File: src/rtl/pbch_demapper_pkg.sv
// Shared constants, FSM state type and band helper for the PBCH demapper.
// Optional DMRS passthrough is enabled in the top by PBCH_DMRS_OUT_EN.
package pbch_pkg;

   localparam int SSB_N_SC      = 240;
   localparam int SYM2_LO_END   = 47;
   localparam int SYM2_HI_START = 192;
   localparam int PBCH_N_RE     = 432;
   localparam int PBCH_N_DMRS   = 144;
   localparam int PBCH_E        = 864;

   typedef enum logic [2:0] {
      ST_NO_ID,
      ST_WAIT,
      ST_SYM1,
      ST_SYM2,
      ST_SYM3
   } pbch_state_t;

   // Symbol 2 carries PBCH only outside the SSS band.
   function automatic logic in_pbch_band(input pbch_state_t st, input logic [7:0] k);
      return (st != ST_SYM2) || (k <= 8'(SYM2_LO_END)) || (k >= 8'(SYM2_HI_START));
   endfunction

endpackage

File: src/rtl/pbch_demapper_llr_fifo.sv
// Synchronous first-word-fall-through FIFO for LLR words.
// The output holds the last word read while the FIFO is empty.
module llr_fifo #(
   parameter int W     = 17,
   parameter int DEPTH = 16
) (
   input  logic         clk_i,
   input  logic         reset_i,
   input  logic         wr_en_i,
   input  logic [W-1:0] wr_data_i,
   input  logic         rd_en_i,
   output logic [W-1:0] rd_data_o,
   output logic         full_o,
   output logic         empty_o
);

   localparam int AW = $clog2(DEPTH);

   logic [W-1:0] r_mem [DEPTH];
   logic [AW:0]  r_wr_ptr;
   logic [AW:0]  r_rd_ptr;
   logic [W-1:0] r_hold;
   logic         w_empty;
   logic         w_full;
   logic         w_rd;
   logic         w_wr;

   assign w_empty = (r_wr_ptr == r_rd_ptr);
   assign w_full  = (r_wr_ptr[AW] != r_rd_ptr[AW]) &&
                    (r_wr_ptr[AW-1:0] == r_rd_ptr[AW-1:0]);
   assign w_rd    = rd_en_i && !w_empty;
   // A read in the same cycle frees the slot, so a write at full is still taken.
   assign w_wr    = wr_en_i && (!w_full || w_rd);

   always_ff @(posedge clk_i) begin
      if (w_wr) begin
         r_mem[r_wr_ptr[AW-1:0]] <= wr_data_i;
      end
   end

   always_ff @(posedge clk_i) begin
      if (reset_i) begin
         r_wr_ptr <= '0;
         r_rd_ptr <= '0;
         r_hold   <= '0;
      end else begin
         if (w_wr) begin
            r_wr_ptr <= r_wr_ptr + 1'b1;
         end
         if (w_rd) begin
            r_rd_ptr <= r_rd_ptr + 1'b1;
            r_hold   <= r_mem[r_rd_ptr[AW-1:0]];
         end
      end
   end

   assign rd_data_o = w_empty ? r_hold : r_mem[r_rd_ptr[AW-1:0]];
   assign full_o    = w_full;
   assign empty_o   = w_empty;

endmodule

File: src/rtl/pbch_demapper.sv
// PBCH RE demapper: strips DMRS/SSS, converts QPSK REs to saturated LLRs, AXI-stream out.
// Define PBCH_DMRS_OUT_EN to expose the raw DMRS REs on m_axis_dmrs_*.
module pbch_demapper
   import pbch_pkg::*;
#(
   parameter int IN_DW      = 32,
   parameter int LLR_DW     = 8,
   parameter int LLR_SHIFT  = 8,
   parameter int FIFO_DEPTH = 16
) (
   input  logic                  clk_i,
   input  logic                  reset_i,
   input  logic [9:0]            N_id_i,
   input  logic                  N_id_valid_i,
   input  logic                  PBCH_start_i,
   input  logic [IN_DW-1:0]      s_axis_in_tdata,
   input  logic                  s_axis_in_tvalid,
   output logic [2*LLR_DW-1:0]   m_axis_llr_tdata,
   output logic                  m_axis_llr_tvalid,
   input  logic                  m_axis_llr_tready,
   output logic                  m_axis_llr_tlast,
`ifdef PBCH_DMRS_OUT_EN
   output logic [IN_DW-1:0]      m_axis_dmrs_tdata,
   output logic                  m_axis_dmrs_tvalid,
   output logic                  m_axis_dmrs_tlast,
`endif
   output logic                  busy_o,
   output logic                  aborted_o,
   output logic                  overflow_o
);

   localparam int HW = IN_DW / 2;
   localparam int FW = 2 * LLR_DW + 1;
   localparam logic signed [HW-1:0] LLR_MAX = HW'(2 ** (LLR_DW - 1) - 1);
   localparam logic signed [HW-1:0] LLR_MIN = -LLR_MAX;

   function automatic logic [LLR_DW-1:0] f_llr(input logic signed [HW-1:0] x);
      logic signed [HW-1:0] y;
      y = x >>> LLR_SHIFT;
      if (y > LLR_MAX) begin
         return LLR_MAX[LLR_DW-1:0];
      end else if (y < LLR_MIN) begin
         return LLR_MIN[LLR_DW-1:0];
      end
      return y[LLR_DW-1:0];
   endfunction

   pbch_state_t        r_state, w_state_next, w_sym;
   logic [7:0]         r_k, w_k, w_k_next;
   logic [8:0]         r_cnt, w_cnt, w_cnt_next;
   logic [1:0]         r_v, r_v_act, w_v_now, w_v_eff;
   logic               w_in_blk, w_start, w_proc, w_band, w_dmrs_pos;
   logic               w_data, w_dmrs, w_last;
   logic               r_aborted, r_overflow;
   logic               r_s1_valid, r_s1_last;
   logic [2*LLR_DW-1:0] r_s1_llr;
   logic [FW-1:0]      w_fifo_dout;
   logic               w_full, w_empty;
   logic               w_unused_nid;

   assign w_unused_nid = ^N_id_i[9:2];

   // A start pulse redefines this very cycle as SYM1 k=0 with a freshly sampled v.
   always_comb begin
      w_in_blk   = (r_state == ST_SYM1) || (r_state == ST_SYM2) || (r_state == ST_SYM3);
      w_start    = PBCH_start_i && (r_state != ST_NO_ID);
      w_v_now    = N_id_valid_i ? N_id_i[1:0] : r_v;
      w_sym      = r_state;
      w_k        = r_k;
      w_v_eff    = r_v_act;
      w_cnt      = r_cnt;
      if (w_start) begin
         w_sym   = ST_SYM1;
         w_k     = 8'd0;
         w_v_eff = w_v_now;
         w_cnt   = 9'd0;
      end
      w_proc     = s_axis_in_tvalid &&
                   ((w_sym == ST_SYM1) || (w_sym == ST_SYM2) || (w_sym == ST_SYM3));
      w_band     = in_pbch_band(w_sym, w_k);
      w_dmrs_pos = (w_k[1:0] == w_v_eff);
      w_data     = w_proc && w_band && !w_dmrs_pos;
      w_dmrs     = w_proc && w_band && w_dmrs_pos;
      w_last     = w_data && (w_cnt == 9'(PBCH_N_RE - 1));
      w_cnt_next = w_data ? w_cnt + 9'd1 : w_cnt;
      w_state_next = w_sym;
      w_k_next     = w_k;
      if (r_state == ST_NO_ID) begin
         if (N_id_valid_i) begin
            w_state_next = ST_WAIT;
         end
      end else if (w_proc) begin
         if (w_k == 8'(SSB_N_SC - 1)) begin
            w_k_next = 8'd0;
            case (w_sym)
               ST_SYM1: w_state_next = ST_SYM2;
               ST_SYM2: w_state_next = ST_SYM3;
               default: w_state_next = ST_WAIT;
            endcase
         end else begin
            w_k_next = w_k + 8'd1;
         end
      end
   end

   always_ff @(posedge clk_i) begin
      if (reset_i) begin
         r_state    <= ST_NO_ID;
         r_k        <= '0;
         r_cnt      <= '0;
         r_v        <= '0;
         r_v_act    <= '0;
         r_aborted  <= 1'b0;
         r_overflow <= 1'b0;
         r_s1_valid <= 1'b0;
         r_s1_last  <= 1'b0;
         r_s1_llr   <= '0;
      end else begin
         r_state    <= w_state_next;
         r_k        <= w_k_next;
         r_cnt      <= w_cnt_next;
         r_v_act    <= w_v_eff;
         r_aborted  <= w_start && w_in_blk;
         r_s1_valid <= w_data;
         r_s1_last  <= w_last;
         r_s1_llr   <= {f_llr(s_axis_in_tdata[IN_DW-1:HW]), f_llr(s_axis_in_tdata[HW-1:0])};
         if (N_id_valid_i) begin
            r_v <= N_id_i[1:0];
         end
         // When full, a read this cycle is exactly what makes room for the write.
         if (r_s1_valid && w_full && !m_axis_llr_tready) begin
            r_overflow <= 1'b1;
         end
      end
   end

   llr_fifo #(
      .W     (FW),
      .DEPTH (FIFO_DEPTH)
   ) u_fifo (
      .clk_i     (clk_i),
      .reset_i   (reset_i),
      .wr_en_i   (r_s1_valid),
      .wr_data_i ({r_s1_last, r_s1_llr}),
      .rd_en_i   (m_axis_llr_tready),
      .rd_data_o (w_fifo_dout),
      .full_o    (w_full),
      .empty_o   (w_empty)
   );

   assign m_axis_llr_tvalid = !w_empty;
   assign m_axis_llr_tdata  = w_fifo_dout[2*LLR_DW-1:0];
   assign m_axis_llr_tlast  = w_fifo_dout[FW-1] && !w_empty;
   assign busy_o            = w_in_blk;
   assign aborted_o         = r_aborted;
   assign overflow_o        = r_overflow;

`ifdef PBCH_DMRS_OUT_EN
   logic [7:0]       r_dcnt, w_dcnt;
   logic             r_s1_dmrs_valid, r_s1_dmrs_last;
   logic [IN_DW-1:0] r_s1_dmrs_data;
   logic             r_dmrs_tvalid, r_dmrs_tlast;
   logic [IN_DW-1:0] r_dmrs_tdata;

   assign w_dcnt = w_start ? 8'd0 : r_dcnt;

   always_ff @(posedge clk_i) begin
      if (reset_i) begin
         r_dcnt          <= '0;
         r_s1_dmrs_valid <= 1'b0;
         r_s1_dmrs_last  <= 1'b0;
         r_s1_dmrs_data  <= '0;
         r_dmrs_tvalid   <= 1'b0;
         r_dmrs_tlast    <= 1'b0;
         r_dmrs_tdata    <= '0;
      end else begin
         r_dcnt          <= w_dmrs ? w_dcnt + 8'd1 : w_dcnt;
         r_s1_dmrs_valid <= w_dmrs;
         r_s1_dmrs_last  <= w_dmrs && (w_dcnt == 8'(PBCH_N_DMRS - 1));
         r_s1_dmrs_data  <= s_axis_in_tdata;
         r_dmrs_tvalid   <= r_s1_dmrs_valid;
         r_dmrs_tlast    <= r_s1_dmrs_valid && r_s1_dmrs_last;
         if (r_s1_dmrs_valid) begin
            r_dmrs_tdata <= r_s1_dmrs_data;
         end
      end
   end

   assign m_axis_dmrs_tdata  = r_dmrs_tdata;
   assign m_axis_dmrs_tvalid = r_dmrs_tvalid;
   assign m_axis_dmrs_tlast  = r_dmrs_tlast;
`else
   logic w_unused_dmrs;
   assign w_unused_dmrs = w_dmrs;
`endif

endmodule

File: config.mk
export PLATFORM = sky130hd
export DESIGN_NAME = pbch_demapper
export DESIGN_NICKNAME = d
export VERILOG_FILES = /design/src/rtl/pbch_demapper_pkg.sv /design/src/rtl/pbch_demapper_llr_fifo.sv /design/src/rtl/pbch_demapper.sv
export SDC_FILE = /design/constraint.sdc
export NUM_CORES = 1
export LEC_CHECK = 0
export CAP_MARGIN = 20
export CORE_MARGIN = 4
export CORE_UTILIZATION = 63
export CTS_CLUSTER_SIZE = 30
export DETAILED_ROUTE_END_ITERATION = 10
export PLACE_DENSITY = 0.83
export SLEW_MARGIN = 25
export SYNTH_ARGS = -nofsm -noshare
export SYNTH_HDL_FRONTEND = slang
export SYNTH_HIERARCHICAL = 1
export SYNTH_SLANG_ARGS = --single-unit
File: constraint.sdc
create_clock -name clk_i -period 5.6 [get_ports clk_i]
set_input_delay 1.4 -clock clk_i [delete_from_list [all_inputs] [get_ports clk_i]]
set_output_delay 1.4 -clock clk_i [all_outputs]
set_load 0.05 [all_outputs]
# After elaboration in Yosys (flattened, before gate mapping)

Memory sizes are Yosys's and may differ from the RTL's. A register that Yosys moved wholly into a read port is not among the register bits.
Cells that the tools add are included.
W data, S select, Z words.

Bits in registers: 71
Bits in writable memories: 272
Output and inout port bits: 21
Word-level logic and storage cells: 93
Memories kept: 1

Add/sub/neg operators: 4
$lt $le $gt $ge: 6
Eq/ne operators: 13
Muxes and demuxes: 31
Reduce and logical (&&, ||, !) cells: 25

Memories:

| name         | depth | width | read ports | clocked after memory_dff | wr ports | line                         | text |
|---|---|---|---|---|---|---|---|
| u_fifo.r_mem | 16    | 17    | 1          | 1                        | 1        | pbch_demapper_llr_fifo.sv:19 | `logic [W-1:0] r_mem [DEPTH];` |

Operators by type and width:

| operator              | count |
|---|---|
| $mux W8               | 10 |
| $mux W9               | 2 |
| $mux W17              | 1 |
| $gt A8 B8 Y1 const B  | 2 |
| $lt A8 B8 Y1 const B  | 2 |
| $mux W3               | 5 |
| $eq A3 B2 Y1 const B  | 4 |
| $logic_and A1 B1 Y1   | 12 |
| $add A5 B1 Y5 const B | 2 |
| $add A9 B1 Y9 const B | 1 |
| $eq A9 B9 Y1 const B  | 1 |
| $add A8 B1 Y8 const B | 1 |
| $eq A8 B8 Y1 const B  | 1 |
| $ge A8 B8 Y1 const B  | 1 |
| $le A8 B6 Y1 const B  | 1 |
| $mux W1               | 8 |
| $mux W4               | 2 |
| $logic_or A1 B1 Y1    | 7 |
| $eq A3 B3 Y1 const B  | 2 |
| $pmux W3 S2           | 1 |
| $eq A5 B5 Y1          | 1 |
| $eq A4 B4 Y1          | 1 |
| $logic_not A1 Y1      | 4 |
| $mux W2               | 2 |
| 5 further kinds       | 5 |

# Depth between registers and ports, before layout

Gate-level depths: netlist of run 1.

Depth after elaboration: 10
Gate-level depth with buffers: 10

# By module

Netlist of run 1, hierarchy kept.

By module, submodules not included:

| module        | instances | cells an instance | area an instance (sq um) | sequential area each (sq um) |
|---|---|---|---|---|
| llr_fifo      | 1         | 580               | 11743.8                  | 8788.4 |
| pbch_demapper | 1         | 216               | 1981.9                   | 880.8 |

# Worst setup path after synthesis of run 1

Ideal clock, no wire load.

Kind: register to output
From: reg u_fifo.r_wr_ptr[0]
To: out m_axis_llr_tlast
Data arrival time: 2138 ps
Required time: 4200 ps
Slack: 2062 ps
Cell stages (with the launch flop): 6
Path buffers: 0
Cell sequence: dfxtp_1 -> xor2_1 -> nor4_4 -> nand2_2 -> mux2_2 -> nor2b_1

Cells in the longest elaborated chain, start to end: 3

Ends and longest elaborated chain:

| item                   | line                         | text |
|---|---|---|
| start, declared        | pbch_demapper_llr_fifo.sv:20 | `logic [AW:0] r_wr_ptr;` |
| start signal, assigned | pbch_demapper_llr_fifo.sv:48 | `r_wr_ptr <= r_wr_ptr + 1'b1;` |
| $eq A5 B5 Y1           | pbch_demapper_llr_fifo.sv:28 | `assign w_empty = (r_wr_ptr == r_rd_ptr);` |
| $mux W17               | pbch_demapper_llr_fifo.sv:57 | `assign rd_data_o = w_empty ? r_hold : r_mem[r_rd_ptr[AW-1:0]];` |
| via w_fifo_dout[16]    | pbch_demapper.sv:57          | `logic [FW-1:0] w_fifo_dout;` |
| $logic_and A1 B1 Y1    | pbch_demapper.sv:153         | `assign m_axis_llr_tlast = w_fifo_dout[FW-1] && !w_empty;` |
| end, declared          | pbch_demapper.sv:21          | `output logic m_axis_llr_tlast,` |

The timed path passes the listed nets, and every way through them passes these cells.

==> run summary, run 1 <==
* wire length after detailed routing: 30900 um
* global-route met1 utilization: 34.5%
* fraction of synthesis flops using an asynchronous set or reset pin: 0%
* kind of start point of the critical path: flip-flop
* clock latency on the worst-skew pair: 0.52 ns
* arrival time of data at the critical path endpoint: 3.62 ns
* mapped cell area: 0.0137 sq mm
* Filler cells: 1173
* first-pass detailed-route iteration total: 6
* RSZ-0062 raised after global routing: false
* CTS Buf Count: 34
* per-cell routed wire length: 26.6 um
* Max Clk Rate: 0.199 GHz
* vias post-DR: 7721
* starting DRC count in detailed routing: 852
* Yosys warnings: 6
* FP Rows: 53
* global-route met2 utilization: 44.3%
* kind of end point of the critical path: primary output
* Ports: 69
* clock transition time at the flip-flop clock pins of the worst setup and hold paths: 0.06 ns
* Global Route Usage Sum: 26.3%
* maximum number of pins on one net before global-route repair: 52
* sequential cell area fraction in the yosys report: 70.4%
* area growth from synthesis to layout: 15.3%
* hold_buf cts: 0
* Bufs on Longest Clock Path: 3
* number of enable flip-flop cells after synthesis: 272
* number of antenna violations at the first check in global routing: 0
* DRC violations left: 0
* Worst Hold Class: flip-flop to flip-flop
* Overall Power: 5.56 mW
* capture instance of the worst register-to-register path: u_fifo/r_mem[10][1]$_DFFE_PP_
* total power divided by cell area: 352 mW/mm^2
* startpoint of the most critical register-to-register path: u_fifo/r_rd_ptr[4]$_SDFFE_PP0P_
* Critical path buffers and inverters: 2
* drt via density: 6.63
* skew final: 0.0190 ns
* result of the run: completed
* count of unique library cells instantiated by Yosys: 63
* global-route wire length before repair: 47700 um
* ordered cell list for the critical path: buf_4 -> mux4_2 -> a22oi_1 -> nand2_1 -> mux2_2 -> clkdlybuf4s50_1
* most used routing layer: met2
* Final Hold Viols: 0
* # diodes: 0
* CTS Root Buffer Type: sky130_fd_sc_hd__clkbuf_16
* initial core utilization: 64.7%
* clock tree from TritonCTS: built
* post-CTS setup buffers: 0
* CP Data Required Time: 4.20 ns
* final standard cell count with taps included and fillers excluded: 1164
* share of cells above drive strength 1: 21.6%
* cell family with most CP delay: buffers and inverters
* Leakage Power: 5.18 nW
* total number of clock tree sinks: 347
* height of the die: 156 um
* maximum net fanout on the critical path: 28
* flop2flop setup slack: 2.50 ns
* register area: 0.00967 sq mm
* final critical-path setup slack: 0.585 ns
* Cell Count Post-Placement: 1102
* number of cells produced by synthesis: 796
* post-synthesis sequential element count: 347
* number of cells on the worst reg-to-reg path: 6
* origin of the worst min-delay path: r_cnt[8]$_SDFF_PP0_
* placed wire-length estimate: 17100 um
* worst-case setup slack after placement: 1.14 ns
* Fin Setup TNS: 0 ns
* number of port buffers: 44
* area of combinational cells with multiple inputs: 0.00384 sq mm
* Std-Cell Core Area: 0.0212 sq mm
* synthesized area divided by synthesized cell count: 17.2 sq um
* setup violation total in the final timing report: 0
* Worst IR Drop VDD: 226 uV
* Die Wd: 156 um
* GR Layer Usage met3: 4.47%
* number of global-route vias before repair: 8051
* hold endpoint: r_s1_last$_SDFF_PP0_
* relative max-transition margin: 27.6%
* net count after synthesis: 851
* CP Class: flip-flop to primary output
* Worst Hold Depth: 2
* post_cts resized: 0
* highest-delay cell along the critical path: sky130_fd_sc_hd__dfxtp_4
* count of pins over their slew limit: 0
* Worst Max-Slew Pin Slew: 1.09 ns
* overflow left after global routing: 0
* antenna-violating nets left: 0
* CTS H-Tree Depth: 2
* routability-driven placement congestion ratio: 0.876
* worst-case hold slack: 0.473 ns
* fin crit period: 5.02 ns
* period utilisation layout: 89.6%
* number of nets in the layout: 918
* top flip-flop cell by instance count after synthesis: sky130_fd_sc_hd__edfxtp_1
* delay of the slowest cell on the worst path: 0.74 ns
* max-cap viol count: 0
* die area: 0.0242 sq mm
[Yosys cell counts, drive strengths merged (2+ instances only)]
| cell | n | share of area, % |
|---|---|---|
| mux4 | 68 | 11 |
| ha | 7 | 0.64 |
| a31o | 3 | 0.19 |
| and3 | 5 | 0.23 |
| or3 | 6 | 0.27 |
| nand2b | 5 | 0.23 |
| clkbuf | 17 | 0.47 |
| inv | 7 | 0.19 |
| nor4 | 4 | 0.40 |
| xor2 | 6 | 0.38 |
| nand3 | 9 | 0.42 |
| a211oi | 4 | 0.26 |
| xnor2 | 9 | 0.57 |
| a21boi | 5 | 0.30 |
| or2 | 2 | 0.091 |
| a22oi | 34 | 1.9 |
| dfxtp | 75 | 11 |
| mux2 | 18 | 1.5 |
| or4 | 2 | 0.11 |
| nor3 | 7 | 0.26 |
| o21ai | 7 | 0.28 |
| o31ai | 3 | 0.20 |
| and2 | 6 | 0.27 |
| nor3b | 4 | 0.26 |
| buf | 23 | 1.2 |
| a211o | 2 | 0.13 |
| nand2 | 35 | 0.99 |
| a31oi | 4 | 0.18 |
| nor2b | 22 | 1.1 |
| a21oi | 18 | 0.66 |
| nor2 | 62 | 1.7 |
| edfxtp | 272 | 60 |
| mux2i | 23 | 1.7 |
| nand4 | 10 | 0.46 |
[cell type report]
class | instances | area share [%]
clock buffers | 44 | 6.21
clock inverters | 18 | 1.85
inverters | 7 | 0.166
multi-input cells | 402 | 24.3
flip-flops and latches | 347 | 61.2
well taps | 275 | 2.18
repair buffers | 71 | 4.19
[metal layers]
layer | share of wire [%] | vias to the layer above
met5 | 0 | -
met4 | 3.7 | 0
met3 | 8.4 | 90
met2 | 52 | 446
met1 | 36 | 3910
li1 | - | 3275
[cell usage in the layout, fill, tap and decap left out, types with 5 or more instances in the layout]
| cell | Yosys | routed |
|---|---|---|
| sky130_fd_sc_hd__and3_1 | 5 | 5 |
| sky130_fd_sc_hd__a22oi_1 | 34 | 34 |
| sky130_fd_sc_hd__nand4_1 | 10 | 10 |
| sky130_fd_sc_hd__nand2b_1 | 5 | 5 |
| sky130_fd_sc_hd__mux2i_1 | 23 | 23 |
| sky130_fd_sc_hd__mux4_2 | 65 | 65 |
| sky130_fd_sc_hd__xnor2_1 | 9 | 9 |
| sky130_fd_sc_hd__xor2_1 | 6 | 6 |
| sky130_fd_sc_hd__buf_4 | 1 | 25 |
| sky130_fd_sc_hd__mux2_2 | 18 | 18 |
| sky130_fd_sc_hd__nand3_1 | 8 | 8 |
| sky130_fd_sc_hd__nor2_1 | 62 | 62 |
| sky130_fd_sc_hd__a21oi_1 | 18 | 18 |
| sky130_fd_sc_hd__clkbuf_16 | 0 | 37 |
| sky130_fd_sc_hd__dfxtp_1 | 75 | 73 |
| sky130_fd_sc_hd__o21ai_0 | 6 | 6 |
| sky130_fd_sc_hd__ha_1 | 7 | 7 |
| sky130_fd_sc_hd__nand2_1 | 33 | 33 |
| sky130_fd_sc_hd__and2_1 | 6 | 6 |
| sky130_fd_sc_hd__nor2b_1 | 21 | 21 |
| sky130_fd_sc_hd__inv_1 | 7 | 7 |
| sky130_fd_sc_hd__bufinv_16 | 0 | 8 |
| sky130_fd_sc_hd__clkinv_2 | 0 | 6 |
| sky130_fd_sc_hd__or3_1 | 6 | 6 |
| sky130_fd_sc_hd__edfxtp_1 | 272 | 272 |
| sky130_fd_sc_hd__clkdlybuf4s50_1 | 0 | 43 |
[stage by stage]
| stage | instance area, sq um | utilization, % |
|---|---|---|
| after global placement | 14500 | 68.5 |
| after floorplan | 13700 | - |
| after CTS | 15800 | 74.5 |
| final | 15800 | 74.5 |
| after detailed placement | 14500 | 68.5 |
| after global routing | 15800 | 74.5 |
[registers in the layout, summed over array words and instances (netlist names), named ones only]
signal,count
aborted_o,1
overflow_o,1
r_cnt,9
r_k,8
r_s1_last,1
r_s1_llr,16
r_s1_valid,1
r_state,3
r_v,2
r_v_act,2
u_fifo/r_hold,17
u_fifo/r_mem,272
u_fifo/r_rd_ptr,5
u_fifo/r_wr_ptr,5
[how the worst max path moves through the flow]
| stage | cells after the start | from | to | slack, ns |
|---|---|---|---|---|
| 2_1_floorplan | 5 | u_fifo/r_wr_ptr[0]$_SDFFE_PP0P_ | m_axis_llr_tlast | 2.06 |
| 3_3_place_gp | 6 | flip-flop | m_axis_llr_tdata[12] | 1.16 |
| 3_5_place_dp | 6 | flip-flop | m_axis_llr_tdata[2] | 1.14 |
| 4_1_cts | 6 | flip-flop | m_axis_llr_tdata[2] | 0.54 |
| 5_1_grt | 7 | flip-flop | m_axis_llr_tlast | 0.41 |
| 6_report | 6 | flip-flop | m_axis_llr_tdata[1] | 0.58 |
[kinds of logic after synthesis]
| group | count (synthesis) | synth area share (%) |
|---|---|---|
| flip-flops | 347 | 70.4 |
| AND/OR/NAND/NOR | 181 | 6.86 |
| multiplexers | 109 | 14.4 |
| AO/OA/AOI/OAI | 90 | 4.83 |
| buffers and inverters | 47 | 1.87 |
| XOR/XNOR | 15 | 0.957 |
| adder cells (fa/ha/maj) | 7 | 0.638 |
[power breakdown]
| part | internal [mW] | switching (mW) |
|---|---|---|
| Combinational | 0.0842 | 0.105 |
| Clock | 1.61 | 0.944 |
| Sequential | 2.79 | 0.0362 |
| Total | 4.48 | 1.08 |
[tightest hold or removal path: stages, from the launching register on]
cell                      delay, ns
sky130_fd_sc_hd__dfxtp_1       0.32
sky130_fd_sc_hd__nand4_1       0.07
sky130_fd_sc_hd__nor2_1        0.04
Note: power is estimated with default switching activity, not from simulation.
==> run 2: changes to the inputs <==
- ABC_CLOCK_PERIOD_IN_PS: not set -> 5600
- CAP_MARGIN: 20 -> 10
==> results of run 2 <==
No change in the layout: final DEF, timing and power equal those of run 1.
